[config.mk]
export PLATFORM = sky130hd
export DESIGN_NAME = alu_mul_seq
export DESIGN_NICKNAME = d
export VERILOG_FILES = /design/src/rtl/alu_pkg.sv /design/src/rtl/alu_mul_seq.sv
export SDC_FILE = /design/constraint.sdc
export NUM_CORES = 1
export LEC_CHECK = 0
export ABC_CLOCK_PERIOD_IN_PS = 3300
export CAP_MARGIN = 15
export CORE_MARGIN = 4
export CORE_UTILIZATION = 35
export CTS_BUF_LIST = sky130_fd_sc_hd__clkbuf_8
export CTS_CLUSTER_DIAMETER = 100
export DETAILED_ROUTE_END_ITERATION = 12
export HOLD_SLACK_MARGIN = 0.02
export SYNTH_ARGS = -nofsm -noshare
export SYNTH_HDL_FRONTEND = slang
export SYNTH_SLANG_ARGS = --single-unit
[constraint.sdc]
create_clock -name clk -period 3.3 [get_ports clk]
set_input_delay 0.33 -clock clk [delete_from_list [all_inputs] [get_ports clk]]
set_output_delay 0.33 -clock clk [all_outputs]
set_load 0.05 [all_outputs]
[src/rtl/alu_pkg.sv]
// Shared definitions for the alu and the multiply sequencer that drives it.
package alu_pkg;

  // alu operation encodings
  localparam logic [3:0] ALU_ADD  = 4'b0000;
  localparam logic [3:0] ALU_SUB  = 4'b0001;
  localparam logic [3:0] ALU_PASS = 4'b0010;
  localparam logic [3:0] ALU_NULL = 4'b1111;

  // Multiply sequencer states
  typedef enum logic [1:0] {
    StIdle = 2'b00,
    StRun  = 2'b01,
    StDone = 2'b10
  } mul_state_e;

endpackage

[src/rtl/alu_mul_seq.sv]
// Shift-and-add multiply sequencer. Borrows the shared alu for one add (or pass)
// per cycle and stops as soon as the remaining multiplier bits are all zero.
// The result is the low WIDTH bits of the unsigned product.
module alu_mul_seq
  import alu_pkg::*;
#(
  parameter int unsigned WIDTH = 32,
  parameter int unsigned CNT_W = 6
) (
  input  logic             clk,
  input  logic             rstn,
  input  logic             start,
  input  logic [WIDTH-1:0] op_a,
  input  logic [WIDTH-1:0] op_b,
  output logic             busy,
  output logic             done,
  output logic [WIDTH-1:0] product,
  output logic             prod_zero,
  output logic [WIDTH-1:0] alu_in0,
  output logic [WIDTH-1:0] alu_in1,
  output logic [3:0]       alu_op,
  input  logic [WIDTH-1:0] alu_out
);

  mul_state_e       r_state;
  mul_state_e       w_state_next;
  logic [WIDTH-1:0] r_acc;
  logic [WIDTH-1:0] r_mcand;
  logic [WIDTH-1:0] r_mplier;
  logic [CNT_W-1:0] r_cnt;
  logic [WIDTH-1:0] r_product;
  logic             r_prod_zero;

  logic             w_accept;
  logic             w_run;
  logic [WIDTH-1:0] w_mplier_shr;
  logic             w_last_iter;

  assign w_accept     = (r_state == StIdle) && start;
  assign w_run        = (r_state == StRun);
  assign w_mplier_shr = r_mplier >> 1;
  // Early exit when no set multiplier bits remain; the count bound caps the
  // run at WIDTH iterations regardless.
  assign w_last_iter  = (w_mplier_shr == '0) || (r_cnt == CNT_W'(WIDTH - 1));

  // State register
  always_ff @(posedge clk or negedge rstn) begin
    if (!rstn) begin
      r_state <= StIdle;
    end else begin
      r_state <= w_state_next;
    end
  end

  // Next-state logic
  always_comb begin
    w_state_next = r_state;
    unique case (r_state)
      StIdle: begin
        if (start) begin
          w_state_next = (op_b == '0) ? StDone : StRun;
        end
      end
      StRun: begin
        if (w_last_iter) begin
          w_state_next = StDone;
        end
      end
      StDone:  w_state_next = StIdle;
      default: w_state_next = StIdle;
    endcase
  end

  // Outputs: handshake flags and alu operand/op selection
  always_comb begin
    busy    = 1'b0;
    done    = 1'b0;
    alu_op  = ALU_NULL;
    alu_in0 = '0;
    alu_in1 = '0;
    unique case (r_state)
      StRun: begin
        busy = 1'b1;
        if (r_mplier[0]) begin
          alu_op  = ALU_ADD;
          alu_in0 = r_acc;
          alu_in1 = r_mcand;
        end else begin
          // Keep acc flowing through the alu so the update path is uniform
          alu_op  = ALU_PASS;
          alu_in0 = '0;
          alu_in1 = r_acc;
        end
      end
      StDone: begin
        busy = 1'b1;
        done = 1'b1;
      end
      default: begin
        busy = 1'b0;
      end
    endcase
  end

  // Iteration datapath: operand capture on accept, one shift-and-add step per RUN cycle
  always_ff @(posedge clk or negedge rstn) begin
    if (!rstn) begin
      r_acc    <= '0;
      r_mcand  <= '0;
      r_mplier <= '0;
      r_cnt    <= '0;
    end else if (w_accept) begin
      r_acc    <= '0;
      r_mcand  <= op_a;
      r_mplier <= op_b;
      r_cnt    <= '0;
    end else if (w_run) begin
      r_acc    <= alu_out;
      r_mcand  <= r_mcand << 1;
      r_mplier <= w_mplier_shr;
      r_cnt    <= r_cnt + CNT_W'(1);
    end
  end

  // Result register: loaded on the edge entering DONE, held until the next one
  always_ff @(posedge clk or negedge rstn) begin
    if (!rstn) begin
      r_product   <= '0;
      r_prod_zero <= 1'b1;
    end else if (w_accept && (op_b == '0)) begin
      r_product   <= '0;
      r_prod_zero <= 1'b1;
    end else if (w_run && w_last_iter) begin
      r_product   <= alu_out;
      r_prod_zero <= (alu_out == '0);
    end
  end

  assign product   = r_product;
  assign prod_zero = r_prod_zero;

endmodule

==> impl_metrics.json <==
{
  "synth_area_leaders": "dfrtp_1 49%, mux2i_1 18%, o21ai_0 6.2%",
  "drc": 0,
  "arrival_ps": 2550,
  "setup_viol": 0,
  "routedWlPerCell_um": 17.4,
  "grt_max_degree": 64,
  "cp_slowest_stage_delay_ps": 820,
  "io_buffers": 201,
  "clock_latency_ps": 440,
  "postLayoutCoreUtil_pct": 51.0,
  "power_mw": 8.32,
  "yosysSeqAreaShare_pct": 49.0,
  "crit_buf_inv": 2,
  "numClockSinks": 137,
  "ant_nets": 0,
  "fin_tns_setup_ps": 0,
  "cp_max_fo": 39,
  "synth_area_mm2": 0.00700,
  "h-tree-depth": 4,
  "yosysWarnings": 0,
  "drt_iter0_markers": 324,
  "fmax_mhz": 347,
  "r2r_cells": 6,
  "maxCapViolCount": 0,
  "r2r_slack_ps": 990,
  "cts_tree": "built",
  "cp-start-kind": "flip-flop",
  "drt-pass1-iter-count": 4,
  "reg2reg_to": "product[7]",
  "post_cts_buffers": 0,
  "synth_top_area_share_pct": 48.6,
  "floorplan.initialDensity_pct": 35.7,
  "drv_slew": 0,
  "nNetsFinal": 999,
  "synth_cell_types": 34,
  "cts_root_buf": "clkbuf_8",
  "diodes": 0,
  "die_w_um": 149,
  "p_leak_nw": 4.08,
  "crit_required_ps": 2970,
  "syn_area_per_cell_um2": 9.69,
  "yosys_register_bits": 137,
  "finalCritPeriodShare_pct": 87.3,
  "ios": 202,
  "clockBufferDepth": 2,
  "drt-met1-wl_um": 9640,
  "dp_hpwl_um": 14400,
  "path_cells": "inv_1 -> ha_4 -> and3_1 -> clkdlybuf4s50_1",
  "min_path_type": "in -> async",
  "final_common_cell": "clkdlybuf4s50_1",
  "r2r-start": "r_mplier[24]",
  "p_per_area_mw_per_mm2": 833,
  "crit_slowest_cell": "clkdlybuf4s50_1",
  "fill_cells": 1811,
  "dr_total_vias": 5945,
  "skew_ps": 11.1,
  "antenna_found_initial": 0,
  "report.final.hold_viol_count": 0,
  "die-area_mm2": 0.0223,
  "cts_buffers": 17,
  "ir_drop_v": 0.000392,
  "min_period_ps": 2880,
  "critPathTopFamily": "buffers and inverters",
  "end_kind": "primary output",
  "via_per_inst": 5.06,
  "synth_nets": 825,
  "synth_area_leader_cell": "dfrtp_1",
  "cts_resized": 0,
  "grt_pass1_wl_um": 32700,
  "grt_pass1_vias": 6022,
  "worstSetupPathType": "reg -> out",
  "globalRouteOverflowTotal": 0,
  "clkTransAtPathRegs_ps": 80,
  "met3_wirelength_um": 1120,
  "synthCells": 722,
  "relSlewSlack_pct": 55.1,
  "core-area_mm2": 0.0196,
  "hold_ws_ps": 405,
  "globalplace.congestion": 0.783,
  "worst_pin_slew_ps": 673,
  "areaGrowthSynthToFinish_pct": 42.8,
  "cts_hold_buf": 1,
  "routed-wl-met2_um": 9510,
  "status": "complete, no violations",
  "chipHeight_um": 149,
  "rsz0062_at_grt": "false",
  "layout_common_cells": "146 x clkdlybuf4s50_1, 135 x dfrtp_1, 127 x mux2i_1",
  "top_layer_used": "met4",
  "drt_wl_total_um": 20500,
  "rows": 51,
  "track_usage_pct": 18.4,
  "drive_gt1_share_pct": 12.2
}
[metal layers]
metal / vias up / track usage, %
li1: 2905 / -
met3: 16 / 4.07
met4: 0 / 4.49
met1: 2859 / 26.4
met2: 165 / 28.6
met5: - / 0
[worst register-to-register path, delay by kind of cell, from the launching register on]
kind                   cells  cell delay (ps)
and+or+nand+nor            3              800
AOI/OAI and AO/OA          2              660
DFF                        1              410
buffers and inverters      1              360
[cells by family after synthesis]
kind of cell,synth area share [%]
AOI/OAI and AO/OA,10.6
xor gates and xnor gates,0.501
adders and majority gates,0.715
buffers and inverters,4.83
DFF,49.0
muxes,18.2
and+or+nand+nor,16.2
[Yosys cell counts, drive strengths merged]
cell	number
clkbuf	30
nand4	8
o21ai	100
nor3	3
a211oi	1
nor2	71
inv	4
nand3	32
a21oi	36
and3	32
o21a	1
xor2	3
buf	32
dfstp	1
mux2i	127
ha	4
and2	1
a311o	1
nand2	71
nor4	23
xnor2	1
dfrtp	136
or3	2
a31oi	1
a22o	1
[report_power, final]
group	total, mW	switching [mW]	internal (mW)
sequential	2.83	0.547	2.28
clock	1.74	0.651	1.09
combinational	3.75	2.14	1.61
[state kept, by name (all words and copies together) (netlist names)]
register,count
r_mcand,32
r_mplier,32
r_cnt,6
r_acc,32
product,32
r_state,2
prod_zero,1
[per-stage QoR]
step / area, um^2 / instances / setup WS (ps)
6_report: 9990 / 1174 / 419
3_5_place_dp: 9470 / 1141 / 875
3_3_place_gp: 9470 / 1141 / 892
5_1_grt: 9990 / 1174 / 243
2_1_floorplan: 7000 / 722 / 687
4_1_cts: 9990 / 1174 / 362
[cell type report]
class	count	area, um^2	area share, %
flip-flops and latches	137	3430	34.3
inverters	4	15.0	0.150
multi-input cells	519	3250	32.5
clock buffers	19	262	2.62
clock inverters	13	249	2.49
well taps	265	332	3.32
repair buffers	217	2450	24.5
[how the worst max path moves through the flow]
stage / start / to / slack [ps] / cells past startpoint
finish: r_state[1] / alu_in0[30] / 420 / 4
floorplan: r_state[1] / alu_in1[22] / 690 / 7
global placement: r_state[1] / alu_in0[30] / 890 / 4
global route: r_state[1] / alu_in0[15] / 240 / 5
CTS: r_state[1] / alu_in0[30] / 360 / 4
detailed placement: r_state[1] / alu_in0[14] / 870 / 5
Power figures use the tool's default switching activity.
